**src/rtl/load_data_aligner.sv**
```systemverilog
// Load-side data aligner: reads word memory, extracts and extends byte/half/word loads.
// Optional LOAD_SPLIT_EN splits word-crossing loads into two reads and merges them.
module load_data_aligner (
    input  logic        clk,
    input  logic        rst,
    input  logic        req_valid,
    output logic        req_ready,
    input  logic [31:0] req_addr,
    input  logic [1:0]  req_size,
    input  logic        req_unsigned,
    output logic        mem_re,
    output logic [31:0] mem_addr,
    input  logic [31:0] mem_rdata,
    output logic        rsp_valid,
    output logic [31:0] rsp_data,
    output logic        rsp_err
);

    localparam int unsigned AW = 32;
    localparam int unsigned DW = 32;

    typedef enum logic [2:0] {
        IDLE   = 3'd0,
        ISSUE0 = 3'd1,
        WAIT0  = 3'd2,
        ISSUE1 = 3'd3,
        WAIT1  = 3'd4,
        RESP   = 3'd5
    } state_t;

    state_t          state, state_n;
    logic [AW-1:0]   addr_q, addr_n;
    logic [1:0]      size_q, size_n;
    logic            uns_q, uns_n;
    logic            req_ready_n;
    logic            mem_re_n;
    logic [AW-1:0]   mem_addr_n;
    logic            rsp_valid_n;
    logic [DW-1:0]   rsp_data_n;
    logic            rsp_err_n;
`ifdef LOAD_SPLIT_EN
    logic [DW-1:0]   word0_q, word0_n;
    logic [DW-1:0]   word1_q, word1_n;
`endif

    // Access crosses a word boundary and needs a second read.
    function automatic logic needs_split(input logic [1:0] off, input logic [1:0] size);
        return (size == 2'b01 && off == 2'b11) || (size == 2'b10 && off != 2'b00);
    endfunction

    function automatic logic [DW-1:0] align(input logic [DW-1:0] hi, input logic [DW-1:0] lo,
                                            input logic [1:0] off);
        logic [2*DW-1:0] cat;
        cat = {hi, lo} >> {off, 3'b000};
        return cat[DW-1:0];
    endfunction

    function automatic logic [DW-1:0] extend(input logic [DW-1:0] raw, input logic [1:0] size,
                                             input logic uns);
        case (size)
            2'b00:   return uns ? {24'd0, raw[7:0]}  : {{24{raw[7]}}, raw[7:0]};
            2'b01:   return uns ? {16'd0, raw[15:0]} : {{16{raw[15]}}, raw[15:0]};
            default: return raw;
        endcase
    endfunction

    // State and registered outputs.
    always_ff @(posedge clk) begin
        if (rst) begin
            state     <= IDLE;
            addr_q    <= '0;
            size_q    <= '0;
            uns_q     <= 1'b0;
            req_ready <= 1'b1;
            mem_re    <= 1'b0;
            mem_addr  <= '0;
            rsp_valid <= 1'b0;
            rsp_data  <= '0;
            rsp_err   <= 1'b0;
`ifdef LOAD_SPLIT_EN
            word0_q   <= '0;
            word1_q   <= '0;
`endif
        end else begin
            state     <= state_n;
            addr_q    <= addr_n;
            size_q    <= size_n;
            uns_q     <= uns_n;
            req_ready <= req_ready_n;
            mem_re    <= mem_re_n;
            mem_addr  <= mem_addr_n;
            rsp_valid <= rsp_valid_n;
            rsp_data  <= rsp_data_n;
            rsp_err   <= rsp_err_n;
`ifdef LOAD_SPLIT_EN
            word0_q   <= word0_n;
            word1_q   <= word1_n;
`endif
        end
    end

    // Next state and next values of the registered outputs.
    always_comb begin
        state_n     = state;
        addr_n      = addr_q;
        size_n      = size_q;
        uns_n       = uns_q;
        mem_re_n    = 1'b0;
        mem_addr_n  = mem_addr;
        rsp_valid_n = 1'b0;
        rsp_data_n  = rsp_data;
        rsp_err_n   = rsp_err;
`ifdef LOAD_SPLIT_EN
        word0_n     = word0_q;
        word1_n     = word1_q;
`endif
        case (state)
            IDLE: begin
                if (req_valid) begin
                    addr_n = req_addr;
                    size_n = req_size;
                    uns_n  = req_unsigned;
`ifdef LOAD_SPLIT_EN
                    if (req_size == 2'b11) begin
`else
                    if (req_size == 2'b11 || needs_split(req_addr[1:0], req_size)) begin
`endif
                        state_n     = RESP;
                        rsp_valid_n = 1'b1;
                        rsp_err_n   = 1'b1;
                        rsp_data_n  = '0;
                    end else begin
                        state_n    = ISSUE0;
                        mem_re_n   = 1'b1;
                        mem_addr_n = {req_addr[31:2], 2'b00};
                    end
                end
            end
            ISSUE0: state_n = WAIT0;
            WAIT0: begin
`ifdef LOAD_SPLIT_EN
                word0_n = mem_rdata;
                if (needs_split(addr_q[1:0], size_q)) begin
                    state_n    = ISSUE1;
                    mem_re_n   = 1'b1;
                    mem_addr_n = {addr_q[31:2] + 30'd1, 2'b00};
                end else begin
                    word1_n     = '0;
                    state_n     = RESP;
                    rsp_valid_n = 1'b1;
                    rsp_err_n   = 1'b0;
                    rsp_data_n  = extend(align('0, mem_rdata, addr_q[1:0]), size_q, uns_q);
                end
`else
                state_n     = RESP;
                rsp_valid_n = 1'b1;
                rsp_err_n   = 1'b0;
                rsp_data_n  = extend(align('0, mem_rdata, addr_q[1:0]), size_q, uns_q);
`endif
            end
`ifdef LOAD_SPLIT_EN
            ISSUE1: state_n = WAIT1;
            WAIT1: begin
                word1_n     = mem_rdata;
                state_n     = RESP;
                rsp_valid_n = 1'b1;
                rsp_err_n   = 1'b0;
                rsp_data_n  = extend(align(mem_rdata, word0_q, addr_q[1:0]), size_q, uns_q);
            end
`endif
            RESP:    state_n = IDLE;
            default: state_n = IDLE;
        endcase
        req_ready_n = (state_n == IDLE);
    end

endmodule

```
**config.mk**
```make
export PLATFORM = sky130hd
export DESIGN_NAME = load_data_aligner
export DESIGN_NICKNAME = d
export VERILOG_FILES = /design/src/rtl/load_data_aligner.sv
export SDC_FILE = /design/constraint.sdc
export NUM_CORES = 1
export LEC_CHECK = 0
export BUFFER_PORTS_ARGS = -buffer_cell sky130_fd_sc_hd__buf_2
export CORE_ASPECT_RATIO = 0.6
export CORE_MARGIN = 1.5
export CORE_UTILIZATION = 45
export DETAILED_ROUTE_END_ITERATION = 8
export GPL_TIMING_DRIVEN = 1
export PLACE_DENSITY_LB_ADDON = 0.15
export SYNTH_ARGS = -nofsm -noshare
export SYNTH_HDL_FRONTEND = slang
export SYNTH_SLANG_ARGS = --single-unit
```
**constraint.sdc**
```tcl
create_clock -name clk -period 3 [get_ports clk]
set_clock_uncertainty 0.1 [all_clocks]
set_input_delay 0.3 -clock clk [delete_from_list [all_inputs] [get_ports clk]]
set_output_delay 0.3 -clock clk [all_outputs]
set_load 0.1 [all_outputs]
```
==> flow_metrics.env <==
export IMPL_status="finished, final reports clean"
export IMPL_worstMarginPinSlew_ns=0.9140
export IMPL_crit_start="state[0]"
export IMPL_dieWidth_um=111.3
export IMPL_cts_clk_slew_worst_paths_ns=0.05
export IMPL_syn_area_um2=3167
export IMPL_wl_met3_um=567
export IMPL_grt_usage_pct=21.16
export IMPL_cts_buffers_inserted=9
export IMPL_grt_max_degree=37
export IMPL_crit_fanout=30
export IMPL_syn_to_final_growth_pct=30.90
export IMPL_max_cap_viol_count=0
export IMPL_route_detailed_drc=0
export IMPL_slowest_stage="or4b_1"
export IMPL_period_share_pct=77.14
export IMPL_vias=2756
export IMPL_antenna_found_initial=0
export IMPL_n_antenna_cell=0
export IMPL_avgSynthCellArea_um2=10.12
export IMPL_multi_input_area_um2=1528
export IMPL_cp_start_kind="register"
export IMPL_max_clock_freq_ghz=0.4321
export IMPL_reg2reg_from="state[0]"
export IMPL_cts_resized_gates=0
export IMPL_highest_layer="met4"
export IMPL_min_from="req_addr[9]"
export IMPL_path_cells="or4b_1 -> a211oi_4 -> buf_4 -> mux2i_1 -> nor2_1"
export IMPL_setup_violations=0
export IMPL_cts_sinks=74
export IMPL_synth_edf_count=0
export IMPL_cts_buffer_depth=2
export IMPL_io_buffers=135
export IMPL_grt_pass1_wl_um=12420
export IMPL_dpl_hpwl_um=5745
export IMPL_synthTopCellsByCount="dfxtp_1 (74), mux2i_1 (45), nor2_1 (44), nand2_1 (17), a211o_1 (16)"
export IMPL_h_tree_depth=3
export IMPL_ys_async_sr_fraction_pct=0
export IMPL_gp_congestion=0.7765
export IMPL_row_count=23
export IMPL_hold_viol=0
export IMPL_fin_ws_ns=0.6858
export IMPL_met2WireLength_um=3314
export IMPL_p_total_mw=2.787
export IMPL_ys_seq_elements=74
export IMPL_ys_types=41
export IMPL_wl_per_cell_um=15.03
export IMPL_overflow=0
export IMPL_post_cts_buffers=0
export IMPL_min_period_ns=2.314
export IMPL_clock_latency_ns=0.33
export IMPL_path_delay_family="simple AND/OR/NAND/NOR gates"
export IMPL_synth_top_area_share_pct=46.78
export IMPL_cp_required_ns=3.10
export IMPL_pin_count=138
export IMPL_ant_nets=0
export IMPL_die_area_um2=7566
export IMPL_setup_tns_ns=0
export IMPL_power_density_nw_per_um2=672.3
export IMPL_n_fill_cell=575
export IMPL_drtIter0Drc=177
export IMPL_worstHoldPathType="primary input to register"
export IMPL_netlist_instances=313
export IMPL_finish_utilization_pct=61.56
export IMPL_slew_viol_final=0
export IMPL_root_buffer="clkbuf_16"
export IMPL_ys_top_cells_by_area="dfxtp_1 (47%), mux2i_1 (14%), nor2_1 (5.2%)"
export IMPL_crit_arrival_ns=2.42
export IMPL_critical_path_class="register to register"
export IMPL_synth_most_common_cell="dfxtp_1"
export IMPL_core_area_um2=6734
export IMPL_start_util_pct=47.03
export IMPL_cpPeakStageDelay_ns=0.71
export IMPL_endpoint_kind="register"
export IMPL_die_h_um=67.98
export IMPL_synth_ff_type="dfxtp_1"
export IMPL_slew_headroom_pct=38.61
export IMPL_seq_area_um2=1481
export IMPL_path_buf_inv=1
export IMPL_wl_um=7966
export IMPL_finalNetCount=508
export IMPL_yosysTopAreaCell="dfxtp_1"
export IMPL_wl_met1_um=4017
export IMPL_pre_cts_ws_ns=0.7047
export IMPL_ctsHoldBuffers=0
export IMPL_rsz0062_at_grt="no"
export IMPL_leakage_nw=1.956
export IMPL_peakVddDrop_mv=0.4558
export IMPL_ys_seq_area_share_pct=46.78
export IMPL_vias_per_cell=5.200
export IMPL_drive_gt1_share_pct=36.57
export IMPL_yosysWarnings=0
export IMPL_dr_pass1_iters=5
export IMPL_first_global_vias=2491
export IMPL_cts_tree="built"
[power by group]
group	internal (mW)	total, mW	switching, mW
Clock	0.689	1.07	0.383
Sequential	1.03	1.07	0.0325
Combinational	0.162	0.650	0.489
[sequential cells by signal, summed over array words and instances, names as in the netlist]
signal,count
uns_q,1
addr_q,2
rsp_valid,1
mem_addr,30
rsp_err,1
rsp_data,32
req_ready,1
state,3
size_q,2
mem_re,1
[area by class of cell]
class                   instances  share of cell area [%]
clock buffers                  14                   6.369
clock inverters                 2                  0.8452
inverters                       2                  0.1811
multi-input cells             210                   36.85
flip-flops and latches         74                   35.74
well taps                      87                   2.626
repair buffers                141                   17.39
[placed cells by master (no fill, tap or decap), types with 2 or more instances in the layout]
cell type / instances
buf_2: 135
dfxtp_1: 74
mux2i_1: 45
nor2_1: 44
nand2_1: 17
a211o_1: 16
a21oi_1: 13
a221o_1: 9
clkbuf_16: 9
nand3b_1: 8
o21ai_0: 8
o2bb2ai_1: 7
nor2b_1: 7
a32o_1: 7
buf_4: 6
nor4_1: 3
clkbuf_1: 3
a21o_1: 2
inv_1: 2
mux2_2: 2
nor4b_1: 2
conb_1: 2
clkbuf_8: 2
[routing by layer]
| metal | up-vias | global-route usage (%) |
|---|---|---|
| li1 | 1387 | - |
| met1 | 1273 | 30.05 |
| met2 | 87 | 29.91 |
| met3 | 9 | 7.440 |
| met4 | 0 | 6.804 |
| met5 | - | 0 |
[path summary, 6_finish.rpt]
path	to	slack (ns)	cells after the start
hold / removal	mem_addr[9]	0.11	3
setup reg to reg	mem_addr[26]	0.69	5
hold reg to reg	rsp_data[9]	0.36	1
setup / recovery	mem_addr[26]	0.69	5
[stage by stage]
step / hold WS, ns / instances / instance area (um2)
3_5_place_dp: 0.3463 / 514 / 3846
3_3_place_gp: 0.3429 / 514 / 3846
2_1_floorplan: 0.3360 / 314 / 3171
4_1_cts: 0.09815 / 530 / 4145
6_report: 0.1062 / 530 / 4145
5_1_grt: 0.1028 / 530 / 4145
[worst register-to-register path, delay by kind of cell (launching register included)]
| kind | cells | cell delay (ns) |
|---|---|---|
| AO/OA/AOI/OAI | 1 | 0.21 |
| buffers and inverters | 1 | 0.46 |
| flip-flops | 1 | 0.37 |
| multiplexers | 1 | 0.29 |
| AND/OR/NAND/NOR | 2 | 0.76 |
[kinds of logic (layout without fill, tap and decap cells)]
logic type | after synthesis | in the layout | share of synthesized area [%]
simple gates | 89 | 89 | 13.99
xor+xnor | 1 | 1 | 0.2766
buf+inv | 30 | 159 | 5.294
flops | 74 | 74 | 46.78
compound gates | 70 | 70 | 17.90
mux | 48 | 48 | 15.65
other cells | 1 | 2 | 0.1184
Power figures use the tool's default switching activity.
